`src/rtl/sprite_blitter.sv`:
```
// Sprite blitter: copies a 32x32 sprite from ROM into a frame buffer with clipping,
// transparency and horizontal mirroring, or fills the whole frame buffer with one colour.
module sprite_blitter #(
    parameter int         SPR_DIM = 32,
    parameter int         SCR_W   = 640,
    parameter int         SCR_H   = 480,
    parameter logic [4:0] TRANSP  = 5'h00
) (
    input  logic                           Clk,
    input  logic                           Reset_n,
    input  logic                           start,
    input  logic [9:0]                     spriteX,
    input  logic [9:0]                     spriteY,
    input  logic [2:0]                     spriteId,
    input  logic                           flipH,
    input  logic                           clearReq,
    input  logic [4:0]                     clearColor,
    output logic [2+2*$clog2(SPR_DIM):0]   romAddr,
    input  logic [4:0]                     romData,
    output logic [18:0]                    fbAddr,
    output logic [4:0]                     fbData,
    output logic                           fbWe,
    output logic                           busy,
    output logic                           done
);

    localparam int              CW       = $clog2(SPR_DIM);
    localparam logic [CW-1:0]   CMAX     = CW'(SPR_DIM - 1);
    localparam logic [CW-1:0]   CZERO    = CW'(0);
    localparam logic [18:0]     CLR_LAST = 19'(SCR_W * SCR_H - 1);

    typedef enum logic [2:0] {
        S_IDLE  = 3'd0,
        S_CLEAR = 3'd1,
        S_BLIT  = 3'd2,
        S_DRAIN = 3'd3,
        S_DONE  = 3'd4
    } state_t;

    state_t                 state_r;
    state_t                 state_s;

    logic [9:0]             x_r;
    logic [9:0]             y_r;
    logic [2:0]             id_r;
    logic                   flip_r;
    logic [CW-1:0]          row_r;
    logic [CW-1:0]          col_r;
    logic [2+2*CW:0]        rom_addr_r;
    logic [18:0]            fb_addr_r;
    logic [4:0]             fb_data_r;
    logic                   fb_we_r;
    logic                   src_rom_r;
    logic                   busy_r;
    logic                   done_r;

    logic                   last_pix_s;
    logic [CW-1:0]          nxt_col_s;
    logic [CW-1:0]          nxt_row_s;
    logic [CW-1:0]          rom_col_s;
    logic [10:0]            x_s;
    logic [10:0]            y_s;
    logic                   in_bounds_s;
    logic [31:0]            pix_lin_s;
    logic [18:0]            pix_addr_s;

    // State register
    always_ff @(posedge Clk) begin
        if (!Reset_n) begin
            state_r <= S_IDLE;
        end else begin
            state_r <= state_s;
        end
    end

    // Next-state logic; a clear request takes priority over a blit request
    always_comb begin
        state_s = state_r;
        case (state_r)
            S_IDLE: begin
                if (clearReq) begin
                    state_s = S_CLEAR;
                end else if (start) begin
                    state_s = S_BLIT;
                end else begin
                    state_s = S_IDLE;
                end
            end
            S_CLEAR: begin
                if (fb_addr_r == CLR_LAST) begin
                    state_s = S_DONE;
                end else begin
                    state_s = S_CLEAR;
                end
            end
            S_BLIT: begin
                if (last_pix_s) begin
                    state_s = S_DRAIN;
                end else begin
                    state_s = S_BLIT;
                end
            end
            S_DRAIN: state_s = S_DONE;
            S_DONE:  state_s = S_IDLE;
            default: state_s = S_IDLE;
        endcase
    end

    // Sprite walk: next pixel, mirrored ROM column and screen coordinates of the current pixel
    always_comb begin
        last_pix_s  = (row_r == CMAX) && (col_r == CMAX);
        nxt_col_s   = col_r + CW'(1);
        if (col_r == CMAX) begin
            nxt_row_s = row_r + CW'(1);
        end else begin
            nxt_row_s = row_r;
        end
        if (flip_r) begin
            rom_col_s = ~nxt_col_s;
        end else begin
            rom_col_s = nxt_col_s;
        end
        x_s         = {1'b0, x_r} + 11'(col_r);
        y_s         = {1'b0, y_r} + 11'(row_r);
        in_bounds_s = (x_s < 11'(SCR_W)) && (y_s < 11'(SCR_H));
        pix_lin_s   = 32'(y_s) * 32'(SCR_W) + 32'(x_s);
        pix_addr_s  = 19'(pix_lin_s);
    end

    // Datapath: operand capture, counters, ROM address and pending frame-buffer write
    always_ff @(posedge Clk) begin
        if (!Reset_n) begin
            x_r        <= 10'd0;
            y_r        <= 10'd0;
            id_r       <= 3'd0;
            flip_r     <= 1'b0;
            row_r      <= CZERO;
            col_r      <= CZERO;
            rom_addr_r <= '0;
            fb_addr_r  <= 19'd0;
            fb_data_r  <= 5'd0;
            fb_we_r    <= 1'b0;
            src_rom_r  <= 1'b0;
            busy_r     <= 1'b0;
            done_r     <= 1'b0;
        end else begin
            busy_r <= (state_s != S_IDLE);
            done_r <= (state_s == S_DONE);
            case (state_r)
                S_IDLE: begin
                    fb_we_r   <= 1'b0;
                    src_rom_r <= 1'b0;
                    if (clearReq) begin
                        fb_addr_r <= 19'd0;
                        fb_data_r <= clearColor;
                        fb_we_r   <= 1'b1;
                    end else if (start) begin
                        x_r        <= spriteX;
                        y_r        <= spriteY;
                        id_r       <= spriteId;
                        flip_r     <= flipH;
                        row_r      <= CZERO;
                        col_r      <= CZERO;
                        rom_addr_r <= {spriteId, CZERO, (flipH ? CMAX : CZERO)};
                        src_rom_r  <= 1'b1;
                    end
                end
                S_CLEAR: begin
                    if (fb_addr_r == CLR_LAST) begin
                        fb_we_r <= 1'b0;
                    end else begin
                        fb_addr_r <= fb_addr_r + 19'd1;
                    end
                end
                S_BLIT: begin
                    // The write for this pixel is issued next cycle, when its ROM data arrives
                    fb_we_r    <= in_bounds_s;
                    fb_addr_r  <= pix_addr_s;
                    col_r      <= nxt_col_s;
                    row_r      <= nxt_row_s;
                    rom_addr_r <= {id_r, nxt_row_s, rom_col_s};
                end
                S_DRAIN: begin
                    fb_we_r   <= 1'b0;
                    src_rom_r <= 1'b0;
                end
                S_DONE: begin
                    fb_we_r   <= 1'b0;
                    src_rom_r <= 1'b0;
                end
                default: begin
                    fb_we_r   <= 1'b0;
                    src_rom_r <= 1'b0;
                end
            endcase
        end
    end

    // ROM data is only valid this cycle, so transparency gates the registered enable here
    assign fbWe    = fb_we_r & (~src_rom_r | (romData != TRANSP));
    assign fbData  = src_rom_r ? romData : fb_data_r;
    assign fbAddr  = fb_addr_r;
    assign romAddr = rom_addr_r;
    assign busy    = busy_r;
    assign done    = done_r;

endmodule

```
`config.mk`:
```
export PLATFORM = sky130hd
export DESIGN_NAME = sprite_blitter
export DESIGN_NICKNAME = d
export VERILOG_FILES = /design/src/rtl/sprite_blitter.sv
export SDC_FILE = /design/constraint.sdc
export NUM_CORES = 1
export LEC_CHECK = 0
export ABC_CLOCK_PERIOD_IN_PS = 5500
export CORE_MARGIN = 5
export CORE_UTILIZATION = 45
export DETAILED_ROUTE_END_ITERATION = 10
export PLACE_DENSITY = 0.8
export SYNTH_ARGS = -nofsm -noshare
export SYNTH_HDL_FRONTEND = slang
export SYNTH_SLANG_ARGS = --single-unit
```
`constraint.sdc`:
```
create_clock -name Clk -period 5.5 [get_ports Clk]
set_clock_uncertainty 0.05 [all_clocks]
set_input_delay 0.825 -clock Clk [delete_from_list [all_inputs] [get_ports Clk]]
set_output_delay 0.825 -clock Clk [all_outputs]
set_load 0.02 [all_outputs]
```
==> impl_metrics.ini <==
[status]
status = completed

[die]
dieWidth_um = 114
die_h_um = 114
fp-row-count = 38
dieArea_um2 = 13000
floorplan.initialDensity = 0.455
core_um2 = 10700
ios = 78

[clock_network]
cts.htree.levels = 3
cts_buffers = 9
cts_tree = done
clock_path_buffers = 2
clk_latency_ns = 0.35
post_cts_buffers = 0
numClockSinks = 73
cts.clk_slew.worst_paths_ns = 0.09
hold_buffers = 0
root_buffer = clkbuf_8
cts_resized = 0

[placed_design]
io_buffers = 77
dp_hpwl_um = 9930
gp_congestion = 0.932
post_dp_cell_area_um2 = 5690

[synthesis]
synthCells = 596
syn-num-nets = 673
synth_seq_area_share = 0.300
yosys.area.top_type = dfxtp_1
yosysTopAreaCellShare = 0.300
ys_async_sr_fraction = 0
synth_area_leaders = dfxtp_1 30%, ha_1 9.0%, nand2_1 6.9%, a21oi_1 6.1%, nor2_1 4.9%
avgSynthCellArea_um2 = 8.17
synth_ff_type = dfxtp_1
syn-cell-area_um2 = 4870
ys_warn_count = 0
synth_edf_count = 0
ys_types = 77
ys_seq_elements = 73

[cells_and_area]
nets = 734
fillCellCount = 1008
antenna_cells = 0
mostFrequentLayoutCell = nand2_1
stdcell_area_um2 = 5900
final_layout_size_suffix_gt1_frac = 0.0831
layout_common_cells = 89 x nand2_1, 77 x clkdlybuf4s50_1, 73 x dfxtp_1
areaGrowthSynthToFinish_pct = 21.2

[setup_path]
reg2reg_slack_ns = 1.13
critPathTopFamily = adder cells
cp.required_ns = 5.69
path_cells = ha_1, inv_1, fa_1, nor2b_1, o21ai_1, nand2b_1, a21o_1, nand4_1, xnor2_1, ha_1, ha_1, nand3_1, o21ai_0, a211oi_1, a311oi_2, and4_1, nor3_1, o21a_1
crit_path_max_incr_delay_ns = 0.48
path_buf_inv = 1
rr_startpoint = row_r[0]
crit_slowest_cell = ha_1
crit_path_start = row_r[0]
path_class = flip-flop to flip-flop
crit_fanout = 10
cp.arrival_ns = 4.56
end_kind = flip-flop
start_kind = flip-flop
cpMostUsedCell = ha_1

[timing]
timing.setup.tns_ns = 0
final_hold_viol_count = 0
finalSetupViolations = 0
fin_crit_ns = 4.37
slew_violations = 0
clock.fmax_mhz = 229
holdWs_ns = 0.411
finalCritPeriodShare = 0.794
slew_headroom = 0.223
rsz0062_at_grt = no
tightestPinTransition_ns = 1.16

[power]
p_clk_frac = 0.348
power_switching_mw = 0.415
total_power_mw = 1.31
pwr-share-seq = 0.444
power_density_nw_per_um2 = 221
combPwrFrac = 0.208
switching_share = 0.318
ir_worst_vdd_mv = 0.163
intPower_mw = 0.891
leakage_nw = 2.39

[drt]
wl_per_cell_um = 16.5
drtIter0Drc = 257
drcViolationCount = 0
drt_wl_total_um = 13200
ant_nets = 0
firstDrtPassIters = 5
vias = 4652
viasPerCell = 5.80

[global_route]
grt_usage = 0.202
antenna_found_initial = 0
grt_overflow = 0
grt_pass1_vias = 4535
grt_pass1_wl_um = 21600
grt_max_degree = 43

[min_path]
hold_class = flip-flop to flip-flop
hp-start = id_r[2]

[run]
maxCapViolCount = 0
## metrics by stage
| step | std cells | util | setup slack [ns] |
|---|---|---|---|
| 2_1_floorplan | 596 | - | 1.53 |
| 3_3_place_gp | 786 | 0.532 | 1.53 |
| 3_5_place_dp | 786 | 0.532 | 1.24 |
| 4_1_cts | 802 | 0.551 | 1.19 |
| 5_1_grt | 802 | 0.551 | 0.882 |
| 6_report | 802 | 0.551 | 1.13 |
## state kept, by name (all words and copies together), names as in the netlist, 4 cells and up
name,count
romAddr,9
fbAddr,19
y_r,10
fb_data_r,5
col_r,5
x_r,10
row_r,4
## layout make-up
type / count / area [um^2] / share of cell area
timing repair buffer: 80 / 793 / 0.135
multi-input combinational: 477 / 3200 / 0.543
tap: 140 / 175 / 0.0297
sequential: 73 / 1460 / 0.248
inverter: 16 / 60.1 / 0.0102
clock inverter: 7 / 82.6 / 0.0140
clock buffer: 9 / 124 / 0.0210
## metal layers
metal  GRT usage  up-vias  routed length, um
li1            -     2236                  -
met1       0.245     2216               5570
met2       0.349      173               6540
met3      0.0520       27                882
met4      0.0618        0                255
met5           0        -                  0
## cells by family after synthesis
| logic type | Yosys count | share of synthesized area |
|---|---|---|
| xor+xnor | 37 | 0.0725 |
| compound gates | 155 | 0.215 |
| flops | 73 | 0.300 |
| fa+ha+maj | 39 | 0.106 |
| mux | 11 | 0.0239 |
| buf+inv | 46 | 0.0432 |
| simple gates | 235 | 0.239 |
## path summary, 6_finish.rpt
kind	endpoint	depth (start not counted)
worst max-delay path	fbAddr[17]	18
worst min register to register	id_r[2]	2
worst min-delay path	id_r[2]	2
worst max register to register	fbAddr[17]	18
## worst register-to-register path: cells and delay by family, from the launching register on
family / cells / cell delay, ns
buffers and inverters: 1 / 0.06
flip-flops: 1 / 0.45
XOR/XNOR: 1 / 0.27
AO/OA/AOI/OAI: 6 / 1.18
AND/OR/NAND/NOR: 6 / 0.83
adder cells (fa/ha/maj): 4 / 1.42
## power groups by stage
stage / Clock (mW) / Sequential (mW) / Combinational (mW)
floorplan: 0 / 0.592 / 0.176
global placement: 0 / 0.590 / 0.259
detailed placement: 0 / 0.592 / 0.268
global route: 0.479 / 0.584 / 0.296
CTS: 0.458 / 0.580 / 0.271
finish: 0.455 / 0.580 / 0.271
## cell usage after synthesis, types with 7 or more instances
library cell  count
clkbuf_1         14
xnor2_1          23
nor3_1           15
dfxtp_1          73
nand2_1          89
ha_1             35
buf_2            12
and2_1            8
a21oi_1          59
nor2_1           64
a221oi_1          7
inv_1            13
and3_1            8
xor2_1           11
a21o_1           10
o21ai_1          10
a31oi_1          10
nand3_1          12
o21ai_0          13
No activity file was read; power rests on OpenSTA's default activity.
